### config.mk
export PLATFORM = sky130hd
export DESIGN_NAME = vwrite_buf
export DESIGN_NICKNAME = d
export VERILOG_FILES = /design/src/rtl/vwrite_buf.sv
export SDC_FILE = /design/constraint.sdc
export NUM_CORES = 1
export LEC_CHECK = 0
export CORE_ASPECT_RATIO = 1.5
export CORE_MARGIN = 2
export CORE_UTILIZATION = 50
export CTS_CLUSTER_SIZE = 10
export DETAILED_ROUTE_END_ITERATION = 7
export PLACE_DENSITY = 0.76
export SLEW_MARGIN = 20
export SYNTH_ARGS = -nofsm -noshare
export SYNTH_HDL_FRONTEND = slang
export SYNTH_SLANG_ARGS = --single-unit
### constraint.sdc
create_clock -name clk -period 5.9 [get_ports clk]
set_input_delay 1.18 -clock clk [delete_from_list [all_inputs] [get_ports clk]]
set_output_delay 1.18 -clock clk [all_outputs]
set_load 0.03 [all_outputs]
### src/rtl/vwrite_buf.sv
// Posted-write FIFO between the vwrite databus master and the downstream port.
// Define VWRITE_BUF_MERGE_EN to coalesce a write into the tail entry on an address match.
`ifndef IO_ADDR_W
`define IO_ADDR_W 32
`endif

module vwrite_buf #(
  parameter int DATA_W     = 32,
  parameter int ADDR_W     = `IO_ADDR_W,
  parameter int DEPTH_LOG2 = 2
) (
  input  logic                  clk,
  input  logic                  rst,
  input  logic                  s_valid,
  output logic                  s_ready,
  input  logic [ADDR_W-1:0]     s_addr,
  input  logic [DATA_W-1:0]     s_wdata,
  input  logic [DATA_W/8-1:0]   s_wstrb,
  output logic [DATA_W-1:0]     s_rdata,
  output logic                  m_valid,
  input  logic                  m_ready,
  output logic [ADDR_W-1:0]     m_addr,
  output logic [DATA_W-1:0]     m_wdata,
  output logic [DATA_W/8-1:0]   m_wstrb,
  output logic [DEPTH_LOG2:0]   level,
  output logic                  idle
);

  localparam int unsigned DEPTH  = 1 << DEPTH_LOG2;
  localparam int unsigned STRB_W = DATA_W / 8;
  localparam logic [DEPTH_LOG2:0] FULL_LVL = {1'b1, {DEPTH_LOG2{1'b0}}};

  logic [ADDR_W-1:0] addrMem [DEPTH];
  logic [DATA_W-1:0] dataMem [DEPTH];
  logic [STRB_W-1:0] strbMem [DEPTH];

  logic [DEPTH_LOG2-1:0] wrPtr, rdPtr;
  logic [DEPTH_LOG2:0]   count;
  logic                  full, mergeHit, accept, push, pop;

  assign full    = (count == FULL_LVL);
  assign s_ready = !full || mergeHit;
  assign accept  = s_valid && s_ready;
  assign push    = accept && !mergeHit;
  assign pop     = m_valid && m_ready;

  assign s_rdata = '0;
  assign m_valid = (count != '0);
  assign idle    = (count == '0);
  assign level   = count;
  assign m_addr  = addrMem[rdPtr];
  assign m_wdata = dataMem[rdPtr];
  assign m_wstrb = strbMem[rdPtr];

`ifdef VWRITE_BUF_MERGE_EN
  logic [DEPTH_LOG2-1:0] tailPtr;
  logic [DATA_W-1:0]     mergedData;

  assign tailPtr = wrPtr - 1'b1;
  // level >= 2 keeps the head (possibly mid-handshake) out of reach of a merge
  assign mergeHit = (count[DEPTH_LOG2:1] != '0) && (addrMem[tailPtr] == s_addr);

  always_comb begin
    mergedData = dataMem[tailPtr];
    for (int unsigned i = 0; i < STRB_W; i++) begin
      if (s_wstrb[i]) mergedData[i*8 +: 8] = s_wdata[i*8 +: 8];
    end
  end
`else
  assign mergeHit = 1'b0;
`endif

  // Storage is not reset; only pointers and occupancy define validity.
  always_ff @(posedge clk) begin
    if (push) begin
      addrMem[wrPtr] <= s_addr;
      dataMem[wrPtr] <= s_wdata;
      strbMem[wrPtr] <= s_wstrb;
    end
`ifdef VWRITE_BUF_MERGE_EN
    else if (accept && mergeHit) begin
      dataMem[tailPtr] <= mergedData;
      strbMem[tailPtr] <= strbMem[tailPtr] | s_wstrb;
    end
`endif
  end

  always_ff @(posedge clk or negedge rst) begin
    if (!rst) begin
      wrPtr <= '0;
      rdPtr <= '0;
      count <= '0;
    end else begin
      if (push) wrPtr <= wrPtr + 1'b1;
      if (pop)  rdPtr <= rdPtr + 1'b1;
      case ({push, pop})
        2'b10:   count <= count + 1'b1;
        2'b01:   count <= count - 1'b1;
        default: count <= count;
      endcase
    end
  end

endmodule

# Word-level counts from Yosys, hierarchy flattened
# Memories as Yosys holds them, arrays and structs flattened.
# Index checks and enable logic that the tools add are counted.
# Widths: inputs -> output; s select.
dict set report totals {
  input_bits 72
  ff_bits 7
  memories 3
  mem_bits_rw 272
  wordCells 22
  output_inout_bits 106
}
# memory words width read_ports rd_clocked_by_memory_dff write_ports line_no
set memory_table {}
lappend memory_table {addrMem 4 32 1 0 1 33} ;# logic [ADDR_W-1:0] addrMem [DEPTH];
lappend memory_table {dataMem 4 32 1 0 1 34} ;# logic [DATA_W-1:0] dataMem [DEPTH];
lappend memory_table {strbMem 4 4 1 0 1 35} ;# logic [STRB_W-1:0] strbMem [DEPTH];
dict set report classes {
  n_reduce_logical 6
  mux 3
  add_sub_neg 4
  n_eq_ne 3
}
# op count
set op_table {}
lappend op_table {{$pmux 3 s2} 1}
lappend op_table {{$add 2x1->2 const B} 2}
lappend op_table {{$add 3x1->3 const B} 1}
lappend op_table {{$eq 3x3->1 const B} 1}
lappend op_table {{$logic_not 3->1} 1}
lappend op_table {{$reduce_bool 3->1} 1}
lappend op_table {{$sub 3x1->3 const B} 1}
lappend op_table {{$eq 2x1->1 const B} 1}
lappend op_table {{$eq 2x2->1 const B} 1}
lappend op_table {{$logic_and 1x1->1} 2}
lappend op_table {{$mux 1} 2}
lappend op_table {{$reduce_bool 2->1} 1}
lappend op_table {{$logic_not 1->1} 1}

# Logic depth before layout (Yosys ltp)
# Gate-level depths: netlist (run 1).
dict set report logic_depth {
  ltp_word 5
  ltp_mapped 9
  mapped_depth_nobuf 9
}

# Least setup slack after synthesis (run 1)
# OpenSTA, ideal clock, no wires.
dict set report synth_path {
  path_type {register -> output}
  startpoint {reg count[0], in the netlist level[0]}
  endpoint {out idle}
  required_time_ps 4720
  stages_incl_launch_ff 3
  path_buffers 0
  path_slack_ps 3321
  arrival_time_ps 1399
  path_cell_list {dfrtp_1 or3_2 inv_1}
}
dict set report synth_via {
  elab_chain_cells 1
}
# item line_no
set synth_rtl {}
lappend synth_rtl {{from (decl)} 38} ;# logic [DEPTH_LOG2:0] count;
lappend synth_rtl {{from (signal assigned)} 97} ;# 2'b10: count <= count + 1'b1;
lappend synth_rtl {{from (signal assigned)} 98} ;# 2'b01: count <= count - 1'b1;
lappend synth_rtl {{from (signal assigned)} 99} ;# default: count <= count;
lappend synth_rtl {{$logic_not 3->1} 49} ;# assign idle = (count == '0);
lappend synth_rtl {{to (decl)} 26} ;# output logic idle
# No other way between the ends.

# Worst setup path in the final report (run 1)
dict set report layout_path {
  startpoint {reg rdPtr[0]}
  endpoint {out m_wdata[4]}
}
dict set report layout_via {
  elab_chain_cells 1
}
# item line_no
set layout_rtl {}
lappend layout_rtl {{from (decl)} 37} ;# logic [DEPTH_LOG2-1:0] wrPtr, rdPtr;
lappend layout_rtl {{from (signal assigned)} 95} ;# if (pop) rdPtr <= rdPtr + 1'b1;
lappend layout_rtl {{$mem_v2 4x32} --}
lappend layout_rtl {{to (decl)} 23} ;# output logic [DATA_W-1:0] m_wdata,
# No other way between the ends.

==> run_results.csv, run 1 <==
group,metric,value,unit
outcome,status,"finished clean",
floorplan,floorplan.core_area,20500,µm²
clocking,clock_tree_buf_depth,3,
timing,hold_ws,550,ps
detailed_routing,drc_errors_left,0,
detailed_routing,overall_routed_net_length,18.6,mm
grt,grt_busiest_layer,"met2",
logic_synthesis,synthesis.yosys.warnings,0,
run,max_cap_viol_count,0,
power_and_ir_drop,p_leak,4.26,nW
timing,relSlewSlack,0.272,
timing,post-route-period-util,0.716,
detailed_routing,detailroute.via_count,4682,
clocking,cts_hold_repair.buffers,0,
clocking,cts_setup_buffers,0,
timing,setup_viol,0,
cells_and_area,flow.area_growth_from_synthesis,24.1,%
clocking,root_buffer,"sky130_fd_sc_hd__clkbuf_16",
critical_path,arrival,3040,ps
detailed_routing,route.detailed.wl_per_inst,21.1,µm
floorplan,die-width,122,µm
power_and_ir_drop,power.switching,2.29,mW
timing,final.min_clock_period,4220,ps
critical_path,ff2ff_setup_slack,3630,ps
clocking,tritoncts,"yes",
detailed_routing,first_iter_violations,289,
logic_synthesis,syn-cell-area,10500,µm²
cells_and_area,finalNetCount,669,
critical_path,critPathMaxFanout,30,
timing,worstMarginPinSlew,1090,ps
logic_synthesis,post_synth_num_cell_types,21,
grt,initial_antenna_violation_count,2,
place,buffer_ports.inserted,145,
floorplan,die_area,22100,µm²
cells_and_area,layout.core_utilization,0.633,
power_and_ir_drop,seqPwrFrac,0.408,
timing,timing.final.max_slew_violations,0,
power_and_ir_drop,power.switching_fraction,0.324,
logic_synthesis,syn_area_per_cell,24.5,µm²
clocking,cts.reportedPaths.clkPinSlew,50,ps
power_and_ir_drop,power.combinational.fraction,0.358,
timing,rsz0062_at_grt,"no",
timing,fin_tns_setup,0,ps
clocking,worst_skew_pair.late_latency,530,ps
logic_synthesis,synth_top_area_frac,0.781,
floorplan,die_h,181,µm
cells_and_area,layout-drive-gt1-share,0.184,
floorplan,floorplan.io_pins,178,
grt,gr-usage-met3,0.0338,
detailed_routing,drtPass1Iterations,5,
logic_synthesis,ys_seq_area_frac,0.798,
worst_hold_path,worst_hold_path_type,"reg -> reg",
critical_path,end_kind,"output pin",
timing,timing_hold_violations_final,0,
timing,achievable-frequency,237,MHz
grt,via_count_of_the_first_global_routing_pass,5095,
critical_path,timing.reg2reg.worst_path_depth,9,
cells_and_area,nFillCells,1372,
detailed_routing,detail_route.vias_per_cell,5.32,
critical_path,critical_path.startpoint,"rdPtr[0]$_DFFE_PN0P_",
critical_path,worst_path_required_time,4720,ps
logic_synthesis,synth_cells,427,
critical_path,regToRegEndpoint,"level[2]$_DFFE_PN0P_",
critical_path,worst_setup_path_start_kind,"flip-flop",
grt,grt_overflow,0,
place,detailed_place_hpwl,10.8,mm
timing,skew,12.2,ps
floorplan,core.rowCount,64,
grt,use_met1,0.205,
critical_path,timing.critical_path.to,"m_wdata[4]",
power_and_ir_drop,clockPowerShare,0.234,
critical_path,worstReg2RegStart,"level[0]$_DFFE_PN0P_",
place,finalWeightedCongestion,0.696,
critical_path,critical_path_class,"reg -> out",
grt,grtUsageMet2,0.301,
grt,first_pass_grt_wire_length,28.6,mm
power_and_ir_drop,p_per_area,545,nW/µm²
power_and_ir_drop,irDropWorstVdd,0.458,mV
floorplan,start_util,0.510,
logic_synthesis,yosys-top-cells-area,"sky130_fd_sc_hd__edfxtp_1 78%, sky130_fd_sc_hd__mux4_2 15%, sky130_fd_sc_hd__buf_4 2.4%",
logic_synthesis,ys_ff_latch,279,
logic_synthesis,synth_area_leader_cell,"sky130_fd_sc_hd__edfxtp_1",
grt,grt_usage,0.170,
clocking,htree_levels,1,
clocking,numClockSinks,279,
detailed_routing,detail-route-antenna-nets,0,
power_and_ir_drop,power_report.internal_total,4.78,mW
clocking,tritoncts.num_buffers,31,
grt,grt_max_degree,70,
clocking,post_cts_resized,0,
## flip-flops by register name, indices dropped and copies added (netlist names)
register  flops
wrPtr         2
rdPtr         2
level         3
strbMem      16
addrMem     128
dataMem     128
## cell families after synthesis
family	share of synthesized area
flip-flops	0.798
multiplexers	0.149
buffers and inverters	0.0328
AND/OR/NAND/NOR	0.00622
adder cells (fa/ha/maj)	0.00790
XOR/XNOR	0.00503
other	0.000359
AO/OA/AOI/OAI	0.000957
## cells in the final DEF (no fill, tap or decap), types with 2 or more instances in the layout
cell type	instances
sky130_fd_sc_hd__and3_4	4
sky130_fd_sc_hd__buf_4	2
sky130_fd_sc_hd__clkbuf_1	26
sky130_fd_sc_hd__clkbuf_16	31
sky130_fd_sc_hd__clkdlybuf4s50_1	145
sky130_fd_sc_hd__conb_1	32
sky130_fd_sc_hd__dfrtp_1	5
sky130_fd_sc_hd__dfrtp_4	2
sky130_fd_sc_hd__edfxtp_1	272
sky130_fd_sc_hd__ha_1	5
sky130_fd_sc_hd__inv_1	7
sky130_fd_sc_hd__mux4_2	68
sky130_fd_sc_hd__xnor2_1	3
sky130_fd_sc_hd__xor2_1	3
## final cells by class
cell class,instances,area [µm²],area share
Multi-Input combinational cell,124,1900,0.147
Clock buffer,57,873,0.0673
Timing Repair Buffer,148,1490,0.115
Sequential cell,279,8350,0.643
Antenna cell,1,2.50,0.000193
Inverter,7,26.3,0.00202
Tap cell,264,330,0.0255
## power groups by stage
stage	Clock, mW	Sequential [mW]	Combinational, mW
after detailed placement	0	2.99	2.49
after CTS	1.69	2.96	2.50
after global placement	0	2.96	2.46
after floorplan	0	2.75	1.74
after global routing	1.77	2.94	2.66
final	1.66	2.88	2.53
## per-layer routing
| metal | wire length [µm] | share of wire | vias up |
|---|---|---|---|
| met1 | 6990 | 0.38 | 2382 |
| met4 | 575 | 0.031 | 2 |
| met2 | 9930 | 0.53 | 197 |
| li1 | - | - | 2056 |
| met5 | 13 | 0.00070 | - |
| met3 | 1090 | 0.058 | 45 |
## metrics by stage
step | worst slack, ps | power, mW | cells | area, µm²
global placement | 1950 | 5.42 | 821 | 12100
floorplan | 3320 | 4.49 | 458 | 10600
finish | 1680 | 7.07 | 880 | 13000
global route | 1470 | 7.36 | 879 | 13000
detailed placement | 1950 | 5.48 | 821 | 12100
CTS | 1360 | 7.15 | 878 | 12900
## critical path: stages, from the launching register on
cell	delay (ps)
sky130_fd_sc_hd__dfrtp_4	770
sky130_fd_sc_hd__buf_16	290
sky130_fd_sc_hd__buf_4	270
sky130_fd_sc_hd__mux4_2	540
sky130_fd_sc_hd__clkdlybuf4s50_1	610
## how the worst min path moves through the flow
| stage | cells after the start | slack, ps | start | end |
|---|---|---|---|---|
| 6_report | 1 | 550 | level[2]$_DFFE_PN0P_ | level[2]$_DFFE_PN0P_ |
| 5_1_grt | 1 | 590 | level[2]$_DFFE_PN0P_ | level[2]$_DFFE_PN0P_ |
| 4_1_cts | 1 | 550 | level[2]$_DFFE_PN0P_ | level[2]$_DFFE_PN0P_ |
| 3_5_place_dp | 1 | 540 | level[2]$_DFFE_PN0P_ | level[2]$_DFFE_PN0P_ |
| 3_3_place_gp | 1 | 510 | level[2]$_DFFE_PN0P_ | level[2]$_DFFE_PN0P_ |
| 2_1_floorplan | 1 | 530 | wrPtr[1]$_DFFE_PN0P_ | wrPtr[1]$_DFFE_PN0P_ |
## cell usage after synthesis
cell type,number
sky130_fd_sc_hd__edfxtp_1,272
sky130_fd_sc_hd__mux4_2,68
sky130_fd_sc_hd__buf_4,33
sky130_fd_sc_hd__buf_2,10
sky130_fd_sc_hd__dfrtp_1,7
sky130_fd_sc_hd__inv_1,7
sky130_fd_sc_hd__clkbuf_1,5
sky130_fd_sc_hd__ha_1,5
sky130_fd_sc_hd__and3_2,4
sky130_fd_sc_hd__xnor2_1,3
sky130_fd_sc_hd__xor2_1,3
sky130_fd_sc_hd__and2_4,1
sky130_fd_sc_hd__conb_1,1
sky130_fd_sc_hd__fa_1,1
sky130_fd_sc_hd__mux2_4,1
sky130_fd_sc_hd__mux2i_1,1
sky130_fd_sc_hd__nand2_1,1
sky130_fd_sc_hd__nor2_1,1
sky130_fd_sc_hd__o31a_2,1
sky130_fd_sc_hd__or3_2,1
sky130_fd_sc_hd__or3b_4,1
No activity file was read; power rests on OpenSTA's default activity.
==> run 2, diff against run 1 <==
--- a/config.mk
+++ b/config.mk
@@ -7,7 +7,7 @@
 export LEC_CHECK = 0
 export CORE_ASPECT_RATIO = 1.5
 export CORE_MARGIN = 2
-export CORE_UTILIZATION = 50
+export CORE_UTILIZATION = 48
 export CTS_CLUSTER_SIZE = 10
 export DETAILED_ROUTE_END_ITERATION = 7
 export PLACE_DENSITY = 0.76
==> constraint.sdc (replaced) <==
create_clock -name clk -period 3.68 [get_ports clk]
set_input_delay 0.736 -clock clk [delete_from_list [all_inputs] [get_ports clk]]
set_output_delay 0.736 -clock clk [all_outputs]
set_load 0.03 [all_outputs]
==> run 2 against run 1 <==
Net effect:
- design area rose by 0.94%
- worst hold slack lost 72 ps
- sequential cell count unchanged
- power grew 61%
- register-to-register slack worse by 2200 ps
- critical path type unchanged
- critical endpoint is now m_addr[16]
- largest power group unchanged
==> run_results.csv, run 2 (synthesis results as in run 1) <==
group,metric,value,unit
outcome,status,"finished clean",
detailed_routing,first_iter_violations,295,
critical_path,worst_path_dominant_cell_family,"buffers and inverters",
clocking,tritoncts,"yes",
clocking,numClockSinks,279,
critical_path,regToRegEndpoint,"level[2]$_DFFE_PN0P_",
floorplan,die-width,125,µm
clocking,worst_skew_pair.late_latency,540,ps
cells_and_area,finalNetCount,675,
timing,relSlewSlack,0.589,
clocking,htree_levels,1,
timing,post-route-period-util,0.941,
grt,via_count_of_the_first_global_routing_pass,5081,
grt,grt_overflow,0,
timing,rsz0062_at_grt,"no",
clocking,clock_tree_buf_depth,3,
power_and_ir_drop,irDropWorstVdd,0.632,mV
cells_and_area,layout-drive-gt1-share,0.193,
power_and_ir_drop,seqPwrFrac,0.394,
clocking,tritoncts.num_buffers,31,
floorplan,start_util,0.485,
floorplan,floorplan.io_pins,178,
grt,initial_antenna_violation_count,2,
floorplan,core.rowCount,66,
detailed_routing,overall_routed_net_length,18.8,mm
critical_path,critical_path_class,"reg -> out",
clocking,root_buffer,"sky130_fd_sc_hd__clkbuf_16",
critical_path,path_cells,"buf_4 > mux4_2 > clkdlybuf4s50_1",
critical_path,worst_setup_path_start_kind,"flip-flop",
cells_and_area,largest_registers_ranked_by_flip_flop_count,"addrMem x128, dataMem x128, strbMem x16",
run,max_cap_viol_count,0,
power_and_ir_drop,p_per_area,871,nW/µm²
critical_path,timing.critical_path.slowest_cell_delay,830,ps
detailed_routing,route.detailed.wl_per_inst,20.9,µm
power_and_ir_drop,power.switching_fraction,0.325,
critical_path,cp.buffers_inverters,2,
cells_and_area,final_common_cell,"sky130_fd_sc_hd__edfxtp_1",
power_and_ir_drop,clockPowerShare,0.234,
timing,timing.final.max_slew_violations,0,
timing,worstMarginPinSlew,617,ps
detailed_routing,drc_errors_left,0,
detailed_routing,detail_route.vias_per_cell,5.26,
detailed_routing,drtPass1Iterations,4,
critical_path,worstReg2RegStart,"level[0]$_DFFE_PN0P_",
power_and_ir_drop,power.combinational.fraction,0.373,
detailed_routing,detailroute.via_count,4710,
clocking,cts.reportedPaths.clkPinSlew,50,ps
timing,achievable-frequency,289,MHz
cells_and_area,layout_common_cells,"272 x sky130_fd_sc_hd__edfxtp_1, 145 x sky130_fd_sc_hd__clkdlybuf4s50_1, 68 x sky130_fd_sc_hd__mux4_2, 32 x sky130_fd_sc_hd__conb_1, 31 x sky130_fd_sc_hd__clkbuf_16",
grt,grt_max_degree,43,
detailed_routing,detail-route-antenna-nets,0,
clocking,cts_hold_repair.buffers,0,
critical_path,ff2ff_setup_slack,1410,ps
power_and_ir_drop,power_report.internal_total,7.71,mW
cells_and_area,flow.area_growth_from_synthesis,25.3,%
place,detailed_place_hpwl,11.8,mm
grt,grt_usage,0.162,
timing,fin_tns_setup,0,ps
grt,first_pass_grt_wire_length,28.7,mm
floorplan,floorplan.core_area,21600,µm²
worst_hold_path,worst_hold_path_type,"in -> async",
floorplan,die_h,185,µm
timing,skew,19.4,ps
critical_path,critPathMaxFanout,39,
place,finalWeightedCongestion,0.725,
cells_and_area,layout.core_utilization,0.608,
power_and_ir_drop,p_leak,4.31,nW
place,buffer_ports.inserted,145,
clocking,cts_setup_buffers,0,
critical_path,timing.reg2reg.worst_path_depth,9,
critical_path,cp_slowest_cell,"sky130_fd_sc_hd__dfrtp_4",
critical_path,end_kind,"output pin",
critical_path,worst_path_required_time,2940,ps
power_and_ir_drop,power.switching,3.71,mW
clocking,post_cts_resized,0,
timing,setup_viol,0,
critical_path,arrival,2730,ps
power_and_ir_drop,design_power_total,11.4,mW
timing,timing_hold_violations_final,0,
timing,final.min_clock_period,3460,ps
floorplan,die_area,23000,µm²
run 2: layer usage:
metal  share of wire  track usage
met4           0.020       0.0499
met1            0.36        0.189
met2            0.56        0.300
met5         0.00064            0
met3           0.060       0.0366
run 2: worst max-delay path by stage:
stage / from / endpoint / depth (start not counted)
global placement: rdPtr[1]$_DFFE_PN0P_ / m_addr[22] / 3
detailed placement: rdPtr[1]$_DFFE_PN0P_ / m_addr[19] / 3
CTS: rdPtr[1]$_DFFE_PN0P_ / m_addr[16] / 3
finish: rdPtr[1]$_DFFE_PN0P_ / m_addr[16] / 3
global route: rdPtr[1]$_DFFE_PN0P_ / m_addr[16] / 3
floorplan: level[2]$_DFFE_PN0P_ / level[2]$_DFFE_PN0P_ / 9
run 2: final cells by class:
class / instances / area [µm²]
Antenna cell: 2 / 5.00
Clock inverter: 1 / 8.76
Inverter: 7 / 26.3
Timing Repair Buffer: 154 / 1590
Sequential cell: 279 / 8350
Clock buffer: 57 / 873
Fill cell: 1475 / 8450
Multi-Input combinational cell: 124 / 1900
Tap cell: 272 / 340
run 2: metrics by stage:
| step | setup WS [ps] | area, µm² | std cells | hold slack (ps) |
|---|---|---|---|---|
| 4_1_cts | 155 | 13100 | 894 | 461 |
| 3_3_place_gp | 751 | 12200 | 836 | 510 |
| 3_5_place_dp | 732 | 12200 | 836 | 548 |
| 6_report | 217 | 13100 | 896 | 478 |
| 5_1_grt | 91.1 | 13100 | 894 | 481 |
| 2_1_floorplan | 1360 | 10600 | 458 | 440 |
run 2: power by group through the flow:
stage	combinational (mW)	clock [mW]	sequential, mW
2_1_floorplan	2.79	0	4.41
4_1_cts	4.35	2.73	4.51
3_3_place_gp	4.28	0	4.52
5_1_grt	4.48	2.87	4.56
6_report	4.25	2.67	4.49
3_5_place_dp	4.33	0	4.57
==> run 3, diff against run 2 <==
--- a/config.mk
+++ b/config.mk
@@ -5,9 +5,10 @@
 export SDC_FILE = /design/constraint.sdc
 export NUM_CORES = 1
 export LEC_CHECK = 0
-export CORE_ASPECT_RATIO = 1.5
+export CORE_ASPECT_RATIO = 0.9
 export CORE_MARGIN = 2
 export CORE_UTILIZATION = 48
+export CTS_CLUSTER_DIAMETER = 40
 export CTS_CLUSTER_SIZE = 10
 export DETAILED_ROUTE_END_ITERATION = 7
 export PLACE_DENSITY = 0.76
==> run 3 against run 2 <==
Net effect:
- design area grew 1.1%
- critical path depth is the same
- sequential cell count is the same
- fmax shrank 0.64%
- global-route usage grew 0.32 points
- combinational power is essentially flat
- via count grew 0.98%
- final cell count grew 1.3%
- first-iteration DRC count shrank 28%
- sequential share of layout area shrank 0.70 points
- clock skew shrank 2.4 ps
- critical endpoint is now m_addr[9]
- largest power group unchanged
==> run_results.csv, run 3 (synthesis results as in run 1) <==
group,metric,value,unit
outcome,status,"finished clean",
clocking,clock_tree_buf_depth,3,
critical_path,critical_path.startpoint,"rdPtr[0]$_DFFE_PN0P_",
floorplan,floorplan.io_pins,178,
cells_and_area,layout.core_utilization,0.616,
critical_path,timing.critical_path.to,"m_addr[9]",
cells_and_area,final_common_cell,"sky130_fd_sc_hd__edfxtp_1",
critical_path,timing.critical_path.slowest_cell_delay,710,ps
floorplan,start_util,0.486,
cells_and_area,finalNetCount,680,
clocking,cts_setup_buffers,0,
power_and_ir_drop,power.switching_fraction,0.324,
timing,rsz0062_at_grt,"no",
grt,grt_overflow,0,
grt,use_met1,0.211,
place,buffer_ports.inserted,145,
timing,achievable-frequency,287,MHz
grt,grt_usage,0.166,
timing,fin_tns_setup,0,ps
critical_path,arrival,2750,ps
power_and_ir_drop,power_report.internal_total,7.95,mW
grt,first_pass_grt_wire_length,28.7,mm
detailed_routing,route.detailed.wl_per_inst,20.9,µm
cells_and_area,layout_common_cells,"272 x sky130_fd_sc_hd__edfxtp_1, 145 x sky130_fd_sc_hd__clkdlybuf4s50_1, 68 x sky130_fd_sc_hd__mux4_2, 37 x sky130_fd_sc_hd__clkbuf_16, 32 x sky130_fd_sc_hd__conb_1",
timing,skew,17.1,ps
critical_path,critical_path_class,"reg -> out",
power_and_ir_drop,power.switching,3.81,mW
power_and_ir_drop,irDropWorstVdd,0.597,mV
detailed_routing,drtPass1Iterations,4,
timing,post-route-period-util,0.947,
critical_path,end_kind,"output pin",
power_and_ir_drop,seqPwrFrac,0.385,
critical_path,worst_setup_path_start_kind,"flip-flop",
place,finalWeightedCongestion,0.746,
grt,grtUsageMet2,0.279,
timing,timing.final.max_slew_violations,0,
timing,timing_hold_violations_final,0,
cells_and_area,post-route-cell-area,13200,µm²
floorplan,floorplan.core_area,21500,µm²
clocking,post_cts_resized,0,
detailed_routing,first_iter_violations,211,
clocking,cts.reportedPaths.clkPinSlew,50,ps
critical_path,worst_path_required_time,2940,ps
clocking,numClockSinks,279,
detailed_routing,detail_route.vias_per_cell,5.24,
critical_path,cp_slowest_cell,"sky130_fd_sc_hd__dfrtp_4",
timing,setup_viol,0,
power_and_ir_drop,design_power_total,11.8,mW
detailed_routing,detailroute.via_count,4756,
clocking,tritoncts.num_buffers,36,
critical_path,ff2ff_setup_slack,1360,ps
floorplan,die_h,144,µm
critical_path,path_cells,"buf_12 > mux4_2 > clkdlybuf4s50_1",
detailed_routing,drc_errors_left,0,
clocking,worst_skew_pair.late_latency,500,ps
grt,grt_busiest_layer,"met2",
detailed_routing,overall_routed_net_length,18.9,mm
power_and_ir_drop,power.combinational.fraction,0.362,
place,detailed_place_hpwl,11.4,mm
critical_path,critPathMaxFanout,30,
clocking,root_buffer,"sky130_fd_sc_hd__clkbuf_16",
critical_path,timing.reg2reg.worst_path_depth,9,
place,placed_instance_area,12200,µm²
timing,hold_ws,513,ps
critical_path,worstReg2RegStart,"level[0]$_DFFE_PN0P_",
grt,grt_max_degree,39,
grt,gr-usage-met3,0.0508,
critical_path,regToRegEndpoint,"level[2]$_DFFE_PN0P_",
timing,final.min_clock_period,3490,ps
grt,via_count_of_the_first_global_routing_pass,5115,
timing,relSlewSlack,0.627,
cells_and_area,layout-drive-gt1-share,0.212,
timing,worstMarginPinSlew,560,ps
floorplan,die_area,23000,µm²
floorplan,core.rowCount,51,
grt,initial_antenna_violation_count,2,
cells_and_area,flow.area_growth_from_synthesis,26.7,%
worst_hold_path,worst_hold_path_type,"in -> async",
floorplan,die-width,160,µm
run,max_cap_viol_count,0,
cells_and_area,nFillCells,1459,
power_and_ir_drop,p_leak,4.38,nW
clocking,htree_levels,2,
power_and_ir_drop,clockPowerShare,0.254,
clocking,tritoncts,"yes",
power_and_ir_drop,p_per_area,888,nW/µm²
detailed_routing,detail-route-antenna-nets,0,
clocking,cts_hold_repair.buffers,0,
cells_and_area,antennaDiodeCount,0,
cells_and_area,largest_registers_ranked_by_flip_flop_count,"addrMem x128, dataMem x128, strbMem x16",
==> run 3: changes by cell type in the layout (fill, tap and decap cells not counted), sizes merged <==
cell,before,now
clkinv,0,3
clkinvlp,0,2
inv,8,10
diode,2,0
clkbuf,57,45
==> run 3: power by group through the flow <==
| stage | Combinational, mW | Clock [mW] | Sequential, mW |
|---|---|---|---|
| global route | 4.48 | 3.19 | 4.59 |
| floorplan | 2.79 | 0 | 4.41 |
| CTS | 4.33 | 3.05 | 4.54 |
| detailed placement | 4.30 | 0 | 4.60 |
| global placement | 4.27 | 0 | 4.54 |
| finish | 4.25 | 2.98 | 4.52 |
==> run 3: final cells by class <==
class	instances	area, µm²	area share
well taps	291	364	0.0275
multi-input cells	124	1900	0.144
flip-flops and latches	279	8350	0.630
clock buffers	45	956	0.0722
inverters	7	26.3	0.00198
repair buffers	154	1590	0.120
clock inverters	8	53.8	0.00406
==> run 3: worst min-delay path by stage <==
stage                                end  cells after the start  slack, ps
floorplan           level[0]$_DFFE_PN0P_                      0        440
detailed placement  level[2]$_DFFE_PN0P_                      1        540
global route        level[0]$_DFFE_PN0P_                      1        530
finish              level[0]$_DFFE_PN0P_                      1        510
global placement    level[2]$_DFFE_PN0P_                      1        520
CTS                 level[0]$_DFFE_PN0P_                      1        510
==> run 3: routing by layer <==
layer  vias up  wire [µm]
met2       197       9480
li1       2068          -
met5         -         24
met3        33       1470
met4         4        302
met1      2454       7660
==> run 3: metrics by stage <==
stage / std cells / setup WS [ps]
5_1_grt: 908 / 56.5
2_1_floorplan: 458 / 1360
6_report: 908 / 195
4_1_cts: 908 / 128
3_5_place_dp: 855 / 683
3_3_place_gp: 855 / 701
==> run 3: worst max-delay path: cells and delay by family, from the launching register on <==
family                 cells  cell delay, ps
buffers and inverters      2             940
multiplexers               1             560
flip-flops                 1             710
